### config.mk
export PLATFORM = sky130hd
export DESIGN_NAME = control_unit_flat
export DESIGN_NICKNAME = d
export VERILOG_FILES = /design/src/rtl/control_unit_pkg.sv /design/src/rtl/control_bus_if.sv /design/src/rtl/control_unit_instr_decoder.sv /design/src/rtl/control_unit.sv /design/src/flat_wrapper.sv
export SDC_FILE = /design/constraint.sdc
export NUM_CORES = 1
export LEC_CHECK = 0
export CAP_MARGIN = 25
export CORE_ASPECT_RATIO = 1.25
export CORE_MARGIN = 2
export CORE_UTILIZATION = 44
export DETAILED_ROUTE_END_ITERATION = 8
export GPL_ROUTABILITY_DRIVEN = 0
export MAX_ROUTING_LAYER = met4
export PLACE_DENSITY = 0.71
export SYNTH_ARGS = -nofsm -noshare
export SYNTH_HDL_FRONTEND = slang
export SYNTH_SLANG_ARGS = --single-unit
### constraint.sdc
create_clock -name clk -period 2.7 [get_ports clk]
set_clock_uncertainty 0.15 [all_clocks]
set_input_delay 0.54 -clock clk [delete_from_list [all_inputs] [get_ports clk]]
set_output_delay 0.54 -clock clk [all_outputs]
set_load 0.02 [all_outputs]
### src/rtl/control_unit_pkg.sv
// Shared definitions for the control unit: instruction layout, opcodes,
// sequencer states and opcode classification helpers.
package control_unit_pkg;

  localparam int WORD_SIZE = 19;

  localparam int OPC_MSB = 18;
  localparam int OPC_LSB = 14;
  localparam int RD_MSB  = 13;
  localparam int RD_LSB  = 11;
  localparam int RS1_MSB = 10;
  localparam int RS1_LSB = 8;
  localparam int RS2_MSB = 7;
  localparam int RS2_LSB = 5;
  localparam int IMM_MSB = 4;
  localparam int IMM_LSB = 0;

  localparam int OPC_W = OPC_MSB - OPC_LSB + 1;
  localparam int REG_W = RD_MSB - RD_LSB + 1;
  localparam int IMM_W = IMM_MSB - IMM_LSB + 1;

  // Encodings 9..31 are unassigned and decode as illegal.
  typedef enum logic [OPC_W-1:0] {
    OP_NOP  = 5'd0,
    OP_HALT = 5'd1,
    OP_JMP  = 5'd2,
    OP_AND  = 5'd3,
    OP_OR   = 5'd4,
    OP_XOR  = 5'd5,
    OP_NOT  = 5'd6,
    OP_ADD  = 5'd7,
    OP_SUB  = 5'd8
  } opcode_t;

  typedef enum logic [2:0] {
    FETCH,
    DECODE,
    EXEC,
    WB,
    HALT_ST
  } cu_state_t;

  function automatic logic is_legal(input logic [OPC_W-1:0] op);
    case (op)
      OP_NOP, OP_HALT, OP_JMP, OP_AND, OP_OR,
      OP_XOR, OP_NOT, OP_ADD, OP_SUB: return 1'b1;
      default:                        return 1'b0;
    endcase
  endfunction

  // Control-flow and no-op classes never touch the register file.
  function automatic logic writes_reg(input opcode_t op);
    return !(op inside {OP_NOP, OP_JMP, OP_HALT});
  endfunction

endpackage

### src/rtl/control_bus_if.sv
// Control bus between the sequencer and the datapath (ALU, logic unit, RF).
interface control_bus_if;
  import control_unit_pkg::*;

  opcode_t          OPCODE;
  logic [REG_W-1:0] RD;
  logic [REG_W-1:0] RS1;
  logic [REG_W-1:0] RS2;
  logic [IMM_W-1:0] IMM;
  logic             REG_WE;

  modport CU (output OPCODE, RD, RS1, RS2, IMM, REG_WE);
  modport DP (input  OPCODE, RD, RS1, RS2, IMM, REG_WE);
endinterface

### src/rtl/control_unit_instr_decoder.sv
// Combinational instruction decoder: splits the IR into bus fields and
// classifies the opcode. Illegal opcodes are presented as NOP.
module instr_decoder
  import control_unit_pkg::*;
(
  input  logic [WORD_SIZE-1:0] ir,
  output opcode_t              opcode,
  output logic [REG_W-1:0]     rd,
  output logic [REG_W-1:0]     rs1,
  output logic [REG_W-1:0]     rs2,
  output logic [IMM_W-1:0]     imm,
  output logic                 legal,
  output logic                 wr_reg
);

  logic [OPC_W-1:0] opc_raw;

  // Field extraction and opcode classification.
  always_comb begin
    opc_raw = ir[OPC_MSB:OPC_LSB];
    legal   = is_legal(opc_raw);
    opcode  = legal ? opcode_t'(opc_raw) : OP_NOP;
    wr_reg  = legal && writes_reg(opcode);
    rd      = ir[RD_MSB:RD_LSB];
    rs1     = ir[RS1_MSB:RS1_LSB];
    rs2     = ir[RS2_MSB:RS2_LSB];
    imm     = ir[IMM_MSB:IMM_LSB];
  end

endmodule

### src/rtl/control_unit.sv
// Instruction sequencer: fetches words over a valid/ready handshake, decodes
// them and drives the control bus through FETCH/DECODE/EXEC/WB.
module control_unit
  import control_unit_pkg::*;
#(
  parameter int          PC_WIDTH     = 8,
  parameter int unsigned RESET_PC     = 0,
  parameter int          EXEC_TIMEOUT = 15
) (
  input  logic                 clk,
  input  logic                 rst,
  control_bus_if.CU            ctrl_bus_if,
  output logic [PC_WIDTH-1:0]  instr_addr,
  output logic                 instr_req,
  input  logic                 instr_ack,
  input  logic [WORD_SIZE-1:0] instr_data,
  input  logic                 exec_multi,
  input  logic                 exec_done,
  output logic                 halted,
  output logic                 fault
);

  localparam int CNT_W = $clog2(EXEC_TIMEOUT + 1);

  cu_state_t            state;
  cu_state_t            state_nxt;
  logic [PC_WIDTH-1:0]  pc;
  logic [WORD_SIZE-1:0] ir;
  logic [CNT_W-1:0]     exec_cnt;

  opcode_t              dec_opcode;
  logic [REG_W-1:0]     dec_rd;
  logic [REG_W-1:0]     dec_rs1;
  logic [REG_W-1:0]     dec_rs2;
  logic [IMM_W-1:0]     dec_imm;
  logic                 dec_legal;
  logic                 dec_wr;

  logic                 exec_go_wb;
  logic                 exec_timeout;

  instr_decoder u_dec (
    .ir     (ir),
    .opcode (dec_opcode),
    .rd     (dec_rd),
    .rs1    (dec_rs1),
    .rs2    (dec_rs2),
    .imm    (dec_imm),
    .legal  (dec_legal),
    .wr_reg (dec_wr)
  );

  // A single-cycle op (or a multi-cycle op whose done arrives) ends EXEC;
  // done takes priority over the timeout on the same cycle.
  assign exec_go_wb   = !exec_multi || exec_done;
  assign exec_timeout = (exec_cnt == CNT_W'(EXEC_TIMEOUT - 1));

  // The request is gated by rst so it drops the moment reset asserts.
  assign instr_req  = (state == FETCH) && !rst;
  assign instr_addr = pc;

  // State register.
  always_ff @(posedge clk or posedge rst) begin
    if (rst) state <= FETCH;
    else     state <= state_nxt;
  end

  // Next-state logic.
  always_comb begin
    state_nxt = state;
    case (state)
      FETCH:   if (instr_ack) state_nxt = DECODE;
      DECODE: begin
        if (!dec_legal)                state_nxt = FETCH;
        else if (dec_opcode == OP_HALT) state_nxt = HALT_ST;
        else                           state_nxt = EXEC;
      end
      EXEC: begin
        if (exec_go_wb)        state_nxt = WB;
        else if (exec_timeout) state_nxt = FETCH;
      end
      WB:      state_nxt = FETCH;
      HALT_ST: state_nxt = HALT_ST;
      default: state_nxt = FETCH;
    endcase
  end

  // Instruction register and program counter; JMP retargets the PC in WB.
  always_ff @(posedge clk or posedge rst) begin
    if (rst) begin
      pc <= PC_WIDTH'(RESET_PC);
      ir <= '0;
    end else if (state == FETCH && instr_ack) begin
      ir <= instr_data;
      pc <= pc + 1'b1;
    end else if (state == WB && dec_opcode == OP_JMP) begin
      pc <= PC_WIDTH'(dec_imm);
    end
  end

  // EXEC wait counter, cleared whenever the FSM is elsewhere.
  always_ff @(posedge clk or posedge rst) begin
    if (rst)                exec_cnt <= '0;
    else if (state == EXEC) exec_cnt <= exec_cnt + 1'b1;
    else                    exec_cnt <= '0;
  end

  // Registered bus fields, write enable and status flags.
  always_ff @(posedge clk or posedge rst) begin
    if (rst) begin
      ctrl_bus_if.OPCODE <= OP_NOP;
      ctrl_bus_if.RD     <= '0;
      ctrl_bus_if.RS1    <= '0;
      ctrl_bus_if.RS2    <= '0;
      ctrl_bus_if.IMM    <= '0;
      ctrl_bus_if.REG_WE <= 1'b0;
      halted             <= 1'b0;
      fault              <= 1'b0;
    end else begin
      ctrl_bus_if.REG_WE <= 1'b0;
      fault              <= 1'b0;
      case (state)
        DECODE: begin
          ctrl_bus_if.RD  <= dec_rd;
          ctrl_bus_if.RS1 <= dec_rs1;
          ctrl_bus_if.RS2 <= dec_rs2;
          ctrl_bus_if.IMM <= dec_imm;
          if (!dec_legal) begin
            ctrl_bus_if.OPCODE <= OP_NOP;
            fault              <= 1'b1;
          end else if (dec_opcode == OP_HALT) begin
            ctrl_bus_if.OPCODE <= OP_NOP;
            halted             <= 1'b1;
          end else begin
            ctrl_bus_if.OPCODE <= dec_opcode;
          end
        end
        EXEC: begin
          if (exec_go_wb)        ctrl_bus_if.REG_WE <= dec_wr;
          else if (exec_timeout) fault              <= 1'b1;
        end
        default: ;
      endcase
    end
  end

endmodule

### src/flat_wrapper.sv
// flat-port wrapper written by rule: the top's interface ports become plain ports
module control_unit_flat import control_unit_pkg::*;
#(
  parameter int          PC_WIDTH     = 8,
  parameter int unsigned RESET_PC     = 0,
  parameter int          EXEC_TIMEOUT = 15
)
  (clk, rst, instr_addr, instr_req, instr_ack, instr_data, exec_multi, exec_done, halted, fault, ctrl_bus_if_OPCODE, ctrl_bus_if_RD, ctrl_bus_if_RS1, ctrl_bus_if_RS2, ctrl_bus_if_IMM, ctrl_bus_if_REG_WE);
  control_bus_if ctrl_bus_if_i ();
  input  logic clk;
  input  logic rst;
  output logic [PC_WIDTH-1:0] instr_addr;
  output logic instr_req;
  input  logic instr_ack;
  input  logic [WORD_SIZE-1:0] instr_data;
  input  logic exec_multi;
  input  logic exec_done;
  output logic halted;
  output logic fault;
  output wire logic [$bits(ctrl_bus_if_i.OPCODE)-1:0] ctrl_bus_if_OPCODE;
  output wire logic [$bits(ctrl_bus_if_i.RD)-1:0] ctrl_bus_if_RD;
  output wire logic [$bits(ctrl_bus_if_i.RS1)-1:0] ctrl_bus_if_RS1;
  output wire logic [$bits(ctrl_bus_if_i.RS2)-1:0] ctrl_bus_if_RS2;
  output wire logic [$bits(ctrl_bus_if_i.IMM)-1:0] ctrl_bus_if_IMM;
  output wire logic [$bits(ctrl_bus_if_i.REG_WE)-1:0] ctrl_bus_if_REG_WE;
  assign ctrl_bus_if_OPCODE = ctrl_bus_if_i.OPCODE;
  assign ctrl_bus_if_RD = ctrl_bus_if_i.RD;
  assign ctrl_bus_if_RS1 = ctrl_bus_if_i.RS1;
  assign ctrl_bus_if_RS2 = ctrl_bus_if_i.RS2;
  assign ctrl_bus_if_IMM = ctrl_bus_if_i.IMM;
  assign ctrl_bus_if_REG_WE = ctrl_bus_if_i.REG_WE;
  control_unit #(.PC_WIDTH(PC_WIDTH), .RESET_PC(RESET_PC), .EXEC_TIMEOUT(EXEC_TIMEOUT)) u_core (.clk(clk), .rst(rst), .ctrl_bus_if(ctrl_bus_if_i), .instr_addr(instr_addr), .instr_req(instr_req), .instr_ack(instr_ack), .instr_data(instr_data), .exec_multi(exec_multi), .exec_done(exec_done), .halted(halted), .fault(fault));
endmodule
==> results.yml <==
timing:
  report.final.setup_viol: 0
  slew_violations: 0
  rsz0062_at_grt: "no"
  relSlewSlack: 0.530
  fmax_ghz: 0.402
  period_share: 0.922
  hold_viol: 0
  setup_tns_ns: 0
  final.min_clock_period_ns: 2.49
  worst_pin_slew_ns: 0.703
floorplan:
  die_area_um2: 6070
  rows: 30
  die_w_um: 70.1
  chipHeight_um: 86.6
  core_um2: 5370
  num_io_pins: 55
  start_util: 0.448
detailed_routing:
  ant_nets: 0
  drt-pass1-iter-count: 4
  wl_met1_um: 2280
  viasPerCell: 5.05
  vias: 1883
  route.met2.wl_um: 2400
  highest_layer: "met4"
  dr_wl_met3_um: 181
  first_iter_violations: 139
  wl_per_cell_um: 13.2
  drt-total-wl_um: 4920
  drc: 0
power_and_ir_drop:
  p_leak_nw: 1.55
  ir_drop_v: 0.000692
  power_density_nw_per_um2: 1090
critical_path:
  timing.rr.end: "u_core.instr_addr[0]"
  r2r_cells: 4
  cp-start-kind: "input pin"
  cp_max_fo: 2
  regToRegSetupSlack_ns: 0.78
  r2r-start: "u_core.state[0]"
  worstSetupEndpointType: "output pin"
  crit_start: "rst"
  cp_data_required_time_ns: 2.01
  crit_type: "in2out"
  worstPathArrival_ns: 1.80
worst_hold_path:
  whs_endpoint: "u_core.ctrl_bus_if.OPCODE[3]"
  hp-class: "reg2reg"
  hp-start: "u_core.ctrl_bus_if.OPCODE[3]"
  hold_depth: 2
finish:
  final_common_cell: "nand2_1"
  stdcell_count: 373
  final.fill_count: 499
  areaGrowthSynthToFinish_pct: 29.5
  num_antenna_cells: 0
  fin_area_um2: 3110
  final_cell_mix: "113 x nand2_1, 56 x dfrtp_1, 54 x clkdlybuf4s50_1, 11 x nor2_1, 7 x nand3_1"
  final_nets: 335
  drive_gt1_frac: 0.0518
place:
  hpwl_um: 3460
  placed_area_um2: 3000
  io_buffers: 54
  place_inst: 365
status:
  status: "complete, no violations"
flow_run:
  cap_viol_max_count: 0
synth:
  synth_ff_type: "dfrtp_1"
  synth.area.top_cells: "dfrtp_1 58%, nand2_1 18%, nor2_1 1.7%, ha_1 1.6%, nand3_1 1.5%"
  syn-mean-instance-area_um2: 9.46
  synth_top_area_frac: 0.583
  ys_ff_latch: 56
  syn_area_um2: 2400
  synth_nets: 281
  synth-edff-count: 0
  synth_seq_area_share: 0.583
  synth_cells: 254
  yosysUniqueCellTypes: 40
  ys_warn_count: 0
  async_flop_share: 1.00
  yosys.area.top_type: "dfrtp_1"
clock_tree:
  root_buffer: "clkbuf_8"
  post_cts_buffers: 0
  clock_path_buffers: 2
  cts_tree: "yes"
  path_clk_slew_ns: 0.10
  cts_hold_buffers: 0
  cts-resized-gates: 0
  h-tree-depth: 2
  cts_made_buffers: 5
  cts.sinks: 56
  clk_latency_ns: 0.31
global_route:
  grt_max_degree: 40
  grt_pass1_wl_um: 8620
  grt_overflow: 0
  grt_util_all_layers: 0.185
  grt_pass1_vias: 1848
  antenna_found_initial: 0
==> critical path, cell delays in order <==
cell and delay [ns]:
clkdlybuf4s50_1 0.43, nor4_1 0.18, clkdlybuf4s50_1 0.65
==> logic make-up after synthesis <==
kind of cell / count (synthesis) / synth area share
buffers and inverters: 15 / 0.0349
muxes: 3 / 0.0125
xor gates and xnor gates: 2 / 0.00729
adders and majority gates: 3 / 0.0156
and+or+nand+nor: 154 / 0.281
AOI/OAI and AO/OA: 21 / 0.0661
DFF: 56 / 0.583
==> Yosys cell counts, types with 2 or more instances <==
library cell,n
a211o_1,2
a21o_1,2
a21oi_1,3
a221o_1,3
a32o_1,2
and2_1,2
and3_1,2
buf_2,4
buf_4,2
buf_6,2
clkbuf_1,4
dfrtp_1,56
ha_1,3
inv_1,3
mux2i_1,3
nand2_1,113
nand3_1,7
nand4_1,2
nor2_1,11
nor3_1,4
nor4_1,3
o21ai_0,3
==> worst max path at each step <==
| stage | slack (ns) | endpoint |
|---|---|---|
| floorplan | 0.64 | u_core.ctrl_bus_if.IMM[0] |
| global placement | 0.23 | instr_req |
| detailed placement | 0.22 | instr_req |
| CTS | 0.20 | instr_req |
| global route | 0.15 | instr_req |
| finish | 0.21 | instr_req |
==> where the power goes <==
part | switching, mW | total, mW | leakage (nW) | internal (mW)
registers | 0.286 | 1.45 | 0.720 | 1.17
logic | 0.773 | 1.39 | 0.769 | 0.622
clock network | 0.271 | 0.552 | 0.0558 | 0.281
==> area by class of cell <==
type / instances / area [µm²] / area share
Clock inverter: 2 / 38.8 / 0.0125
Timing Repair Buffer: 59 / 591 / 0.190
Tap cell: 64 / 80.1 / 0.0257
Inverter: 3 / 11.3 / 0.00362
Clock buffer: 6 / 72.6 / 0.0233
Multi-Input combinational cell: 183 / 918 / 0.295
Sequential cell: 56 / 1400 / 0.450
==> metal layers <==
metal | track usage | up-vias
met4 | 0.0577 | 0
li1 | - | 939
met1 | 0.232 | 902
met5 | - | -
met3 | 0.0337 | 5
met2 | 0.306 | 37
==> per-stage QoR <==
step	total power [mW]	hold WS, ns	utilization	setup WS (ns)
final	3.40	0.322	0.580	0.211
after global routing	3.68	0.351	0.580	0.147
after CTS	3.44	0.328	0.580	0.200
after detailed placement	2.88	0.305	0.559	0.218
after global placement	2.85	0.297	0.559	0.235
after floorplan	2.31	0.289	-	0.639
==> sequential cells by signal (all words and copies together) (netlist names) <==
signal / cells
u_core.ctrl_bus_if.RD: 3
u_core.halted: 1
u_core.fault: 1
u_core.exec_cnt: 4
u_core.instr_addr: 8
u_core.ir: 19
u_core.ctrl_bus_if.OPCODE: 5
u_core.ctrl_bus_if.REG_WE: 1
u_core.ctrl_bus_if.RS2: 3
u_core.ctrl_bus_if.RS1: 3
u_core.ctrl_bus_if.IMM: 5
u_core.state: 3
No activity file was read; power rests on OpenSTA's default activity.
==> RTL change 1: new RTL, same flow settings <==
Reset style: synchronous (`rst`), changed in 4 clocked blocks.
--- a/src/rtl/control_unit.sv
+++ b/src/rtl/control_unit.sv
@@ -60,7 +60,7 @@
   assign instr_addr = pc;
 
   // State register.
-  always_ff @(posedge clk or posedge rst) begin
+  always_ff @(posedge clk) begin
     if (rst) state <= FETCH;
     else     state <= state_nxt;
   end
@@ -86,7 +86,7 @@
   end
 
   // Instruction register and program counter; JMP retargets the PC in WB.
-  always_ff @(posedge clk or posedge rst) begin
+  always_ff @(posedge clk) begin
     if (rst) begin
       pc <= PC_WIDTH'(RESET_PC);
       ir <= '0;
@@ -99,14 +99,14 @@
   end
 
   // EXEC wait counter, cleared whenever the FSM is elsewhere.
-  always_ff @(posedge clk or posedge rst) begin
+  always_ff @(posedge clk) begin
     if (rst)                exec_cnt <= '0;
     else if (state == EXEC) exec_cnt <= exec_cnt + 1'b1;
     else                    exec_cnt <= '0;
   end
 
   // Registered bus fields, write enable and status flags.
-  always_ff @(posedge clk or posedge rst) begin
+  always_ff @(posedge clk) begin
     if (rst) begin
       ctrl_bus_if.OPCODE <= OP_NOP;
       ctrl_bus_if.RD     <= '0;
Check against the original RTL: differs if rst is asserted again (counterexample within 4 cycles, from zero or initial values and one cycle with rst high); with rst held inactive, the same outputs for 10 cycles.
==> RTL change 1 against the original RTL <==
Sequential cell count up 1; cell area is 2.6% lower; synthesized area decreased by 5.4%; routed wire length shrank 0.65%; die area down 5.1%; setup slack gained 0.038 ns; count of clock-buffer cells in the layout is 6 higher.
Power is not compared: it rests on default switching activity, and its combinational part moved more than twofold at a synthesized area within 25%.
==> RTL change 1: results (changes against the original RTL) <==
[logic_synthesis]
yosysUniqueCellTypes=39  ; -2.5%
synth_commonest_cells=nand2_1, dfxtp_1, a21oi_1, clkbuf_1, nor2_1
synth_area_leaders=dfxtp_1, nand2_1, a21oi_1, nand2b_1, ha_1
syn-num-nets=300  ; +6.8%
ys_seq_area_frac=0.502  ; -0.0814
synth-async-reset-ratio=0  ; -1.00
avgSynthCellArea_um2=8.33  ; -12%

[global_routing]
grt_max_degree=52  ; +30%
antenna_found_initial=0  ; unchanged
grt_use_met3=0.0643  ; +0.0306
overflow=0  ; unchanged
grt_pass1_vias=1789  ; -3.2%
grt_pass1_wl_um=8000  ; -7.2%
track_usage=0.190  ; +0.00562
grtUsageMet1=0.214  ; -0.0182
use_met2=0.304  ; -0.00201

[cells_and_area]
nNetsFinal=352  ; +5.1%
n_antenna_cell=0  ; unchanged
top_register=u_core.ir
drive_gt1_frac=0.0790  ; +0.0272
largest_register_ffs=19  ; unchanged
nFillCells=487  ; -2.4%

[worst_setup_path]
reg2reg_slack_ns=0.69  ; -0.09 ns
cp-start-kind=flop
reg2reg_to=u_core.instr_addr[0]$_SDFFE_PP0P_
cp_max_fo=13  ; +11
crit_end=instr_req
cpMaxStageDelayCell=clkdlybuf4s50_1
critPathMaxStageDelay_ns=0.65  ; about the same
rr_worst_depth=4  ; unchanged
crit_family=buffers and inverters
cp.arrival_ns=1.76  ; -0.04 ns
r2r-start=u_core.state[1]$_SDFFE_PP0P_

[place]
port_buffers=54  ; unchanged
dp_hpwl_um=3320  ; -4.2%
place_inst=376  ; +3.0%

[detailed_routing]
wl_um=4890  ; -0.65%
drt_iter0_markers=108  ; -22%
vias_per_cell=5.14  ; +1.7%
antenna_left=0  ; unchanged
wl_per_cell_um=12.5  ; -5.2%
dr.pass1.iters=4  ; unchanged

[run_status]
status=complete, no violations

[cts]
post_cts_resized=0  ; unchanged
post_cts_buffers=0  ; unchanged
clockBufferDepth=2  ; unchanged
numCtsBuffers=9  ; +4
cts-htree-levels=3  ; +1
clk_pin_slew_ns=0.06  ; -0.04 ns
root_buffer=clkbuf_8
clk_latency_ns=0.33  ; +0.02 ns

[timing]
tightestPinTransition_ns=0.574  ; -0.128 ns

[worst_hold_path]
hp-class=flop to flop

[pwr]
ir_worst_vdd_uv=398

==> RTL change 1: cell types whose count changed in the layout (fill, tap and decap cells not counted), sizes merged, moves of 3 or more <==
cell and change:
dfxtp +57, dfrtp -56, a21oi +44, nand2 -34, clkbuf +6, nand2b +6, o21ai -4, a221o -3
mux2i -3, nor2b +3
==> RTL change 1: cells by family after synthesis <==
family                     synth area share
buffers and inverters                0.0462
muxes                               0.00495
AOI/OAI and AO/OA                     0.147
adders and majority gates            0.0165
DFF                                   0.502
xor gates and xnor gates            0.00770
and+or+nand+nor                       0.276
==> RTL change 1: power by group <==
part	switching (uW)	total (uW)	internal, uW
logic	126	236	110
clock network	313	781	468
registers	38.0	919	881
==> RTL change 1: layout make-up <==
type | count | area, um2 | share of cell area
Clock inverter | 3 | 40.0 | 0.0132
Sequential cell | 57 | 1140 | 0.376
Clock buffer | 12 | 155 | 0.0512
Multi-Input combinational cell | 196 | 1040 | 0.342
Timing Repair Buffer | 59 | 573 | 0.189
Tap cell | 62 | 77.6 | 0.0256
Inverter | 2 | 7.51 | 0.00248
==> RTL change 1: worst min path at each step <==
stage | start | cells after the start | to | slack [ns]
final | u_core.ctrl_bus_if.OPCODE[3]$_SDFFE_PP0P_ | 2 | u_core.ctrl_bus_if.OPCODE[3]$_SDFFE_PP0P_ | 0.30
after global routing | u_core.ctrl_bus_if.RD[1]$_SDFFE_PP0P_ | 2 | u_core.ctrl_bus_if.RD[1]$_SDFFE_PP0P_ | 0.32
after CTS | u_core.ctrl_bus_if.OPCODE[3]$_SDFFE_PP0P_ | 2 | u_core.ctrl_bus_if.OPCODE[3]$_SDFFE_PP0P_ | 0.30
after detailed placement | u_core.ctrl_bus_if.OPCODE[3]$_SDFFE_PP0P_ | 2 | u_core.ctrl_bus_if.OPCODE[3]$_SDFFE_PP0P_ | 0.29
after global placement | u_core.ir[8]$_SDFFE_PP0N_ | 2 | u_core.ctrl_bus_if.RS1[0]$_SDFFE_PP0P_ | 0.29
after floorplan | u_core.exec_cnt[0]$_SDFF_PP0_ | 1 | u_core.exec_cnt[0]$_SDFF_PP0_ | 0.28
==> RTL change 1: routing by layer <==
metal | part of all wire | vias up
met1 | 0.43 | 931
met2 | 0.50 | 37
met4 | 0.019 | 0
li1 | - | 1029
met5 | 0 | -
met3 | 0.046 | 11
==> RTL change 1: metrics by stage <==
step	utilization	hold slack (ns)	total power, uW	instance area [um2]	setup WS (ns)
floorplan	-	0.280	1080	2270	0.497
global placement	0.562	0.290	1170	2840	0.305
detailed placement	0.562	0.293	1180	2840	0.274
CTS	0.601	0.301	1960	3030	0.231
global route	0.601	0.323	2020	3030	0.176
finish	0.601	0.301	1940	3030	0.249
==> RTL change 2: new RTL, same flow settings <==
Without the edit above. `EXEC_TIMEOUT` is set to 15 in 2 places; all go to 16.
--- a/src/rtl/control_unit.sv
+++ b/src/rtl/control_unit.sv
@@ -5,7 +5,7 @@
 #(
   parameter int          PC_WIDTH     = 8,
   parameter int unsigned RESET_PC     = 0,
-  parameter int          EXEC_TIMEOUT = 15
+  parameter int          EXEC_TIMEOUT = 16
 ) (
   input  logic                 clk,
   input  logic                 rst,
--- a/src/flat_wrapper.sv
+++ b/src/flat_wrapper.sv
@@ -3,7 +3,7 @@
 #(
   parameter int          PC_WIDTH     = 8,
   parameter int unsigned RESET_PC     = 0,
-  parameter int          EXEC_TIMEOUT = 15
+  parameter int          EXEC_TIMEOUT = 16
 )
   (clk, rst, instr_addr, instr_req, instr_ack, instr_data, exec_multi, exec_done, halted, fault, ctrl_bus_if_OPCODE, ctrl_bus_if_RD, ctrl_bus_if_RS1, ctrl_bus_if_RS2, ctrl_bus_if_IMM, ctrl_bus_if_REG_WE);
   control_bus_if ctrl_bus_if_i ();
Formal check against the unedited RTL: same outputs for any inputs over 10 cycles, from zero or initial values and one cycle with rst high; that may be too few to reach the edited logic, so the function may still have changed.
==> RTL change 2 against the original RTL <==
Synthesized area is 4.1% higher; setup slack worse by 0.023 ns; cell area increased by 5.8%; sequential cell count increased by 1; total power rose by 18%; first-iteration DRC count fell by 22%; die area rose by 3.9%; routed wire length up 5.2%; core utilization is 2.5 points higher; fmax is 0.94% lower; largest cell class unchanged; largest power group is now combinational cells.
==> RTL change 2: results (changes against the original RTL) <==
[run_status]
status=complete, no violations

[cells_and_area]
nNetsFinal=319  ; -4.8%
drive_gt1_frac=0.141  ; +0.0896
top_register=u_core.ir
largest_register_ffs=19  ; unchanged
n_antenna_cell=0  ; unchanged

[worst_setup_path]
cp.arrival_ns=1.82  ; +0.02 ns
rr_worst_depth=2  ; -2
reg2reg_slack_ns=0.60  ; -0.18 ns
r2r-start=u_core.state[2]$_DFFE_PP0P_
cp_max_fo=10  ; +8
critPathMaxStageDelay_ns=0.65  ; about the same
reg2reg_to=u_core.ctrl_bus_if.RS2[1]$_DFFE_PP0P_
cpMaxStageDelayCell=clkdlybuf4s50_1

[cts]
clk_latency_ns=0.34  ; +0.03 ns
clockBufferDepth=2  ; unchanged
numCtsBuffers=9  ; +4
post_cts_buffers=0  ; unchanged
cts-htree-levels=3  ; +1
post_cts_resized=0  ; unchanged
clk_pin_slew_ns=0.07  ; -0.03 ns
root_buffer=clkbuf_8

[place]
port_buffers=54  ; unchanged
place_inst=345  ; -5.5%
dp_hpwl_um=3460  ; about the same

[logic_synthesis]
yosysWarnings=0  ; unchanged
ys_seq_area_frac=0.570  ; -0.0130
syn-num-nets=263  ; -6.4%
yosysUniqueCellTypes=45  ; +13%
synth_area_leaders=dfrtp_1, nand2_1, mux2_2, nor2_1, ha_1
synth_commonest_cells=nand2_1, dfrtp_1, mux2_2, nor2_1, nor3_1
synth-async-reset-ratio=1.00  ; unchanged
avgSynthCellArea_um2=10.6  ; +12%

[global_routing]
track_usage=0.188  ; +0.00354
grt_pass1_vias=1837  ; -0.60%
grt_max_degree=38  ; -5.0%
antenna_found_initial=0  ; unchanged
grt_pass1_wl_um=8670  ; +0.56%

[worst_hold_path]
hp-class=flop to flop
whs_endpoint=u_core.exec_cnt[0]$_DFF_PP0_
holdPathStages=1  ; -1
hp-start=u_core.exec_cnt[0]$_DFF_PP0_

[timing]
fin_hold_ws_ns=0.318  ; -0.00403 ns
tightestPinTransition_ns=0.983  ; +0.280 ns

[detailed_routing]
wl_per_cell_um=14.3  ; +8.7%
vias=1878  ; -0.27%
wl_um=5180  ; +5.2%
drt_iter0_markers=108  ; -22%
dr.pass1.iters=4  ; unchanged

[pwr]
ir_worst_vdd_uv=571  ; -18%
leakage_uw=0.00154  ; -0.53%

[RTL change 2: cell type report]
class,count,area [um2]
Tap cell,64,80.1
Clock buffer,10,128
Inverter,4,15.0
Clock inverter,6,82.6
Sequential cell,57,1430
Multi-Input combinational cell,163,987
Fill cell,469,2150
Timing Repair Buffer,57,576
[RTL change 2: cell families (layout without fill, tap and decap cells)]
logic type / count (synthesis) / count (layout) / synth area share
AOI/OAI and AO/OA: 28 / 28 / 0.0805
xor gates and xnor gates: 2 / 2 / 0.00700
and+or+nand+nor: 116 / 116 / 0.229
buffers and inverters: 16 / 77 / 0.0355
DFF: 57 / 57 / 0.570
adders and majority gates: 3 / 3 / 0.0150
muxes: 14 / 14 / 0.0630
[RTL change 2: per-stage QoR]
| step | setup WS (ns) | area (um2) |
|---|---|---|
| global route | 0.0880 | 3290 |
| global placement | 0.228 | 3080 |
| CTS | 0.178 | 3290 |
| finish | 0.187 | 3290 |
| floorplan | 0.610 | 2500 |
| detailed placement | 0.213 | 3080 |
[RTL change 2: routing by layer]
layer	part of all wire	vias up	track usage
li1	-	924	-
met1	0.44	891	0.220
met2	0.49	55	0.301
met3	0.046	8	0.0399
met4	0.024	0	0.108
met5	0	-	-
[RTL change 2: critical path, delay by kind of cell (launching register included)]
kind	cells	cell delay [ns]
buffers and inverters	1	0.65
flip-flops	1	0.52
AND/OR/NAND/NOR	1	0.32
[RTL change 2: how the worst max path moves through the flow]
stage,startpoint,end
2_1_floorplan,rst,u_core.ctrl_bus_if.IMM[0]$_DFFE_PP0P_
3_3_place_gp,rst,instr_req
3_5_place_dp,rst,instr_req
4_1_cts,u_core.state[2]$_DFFE_PP0P_,instr_req
5_1_grt,u_core.state[2]$_DFFE_PP0P_,instr_req
6_report,u_core.state[2]$_DFFE_PP0P_,instr_req
[RTL change 2: power breakdown]
group	internal (uW)	total, uW	switching (uW)
combinational	783	1590	809
sequential	1210	1550	334
clock	514	855	341
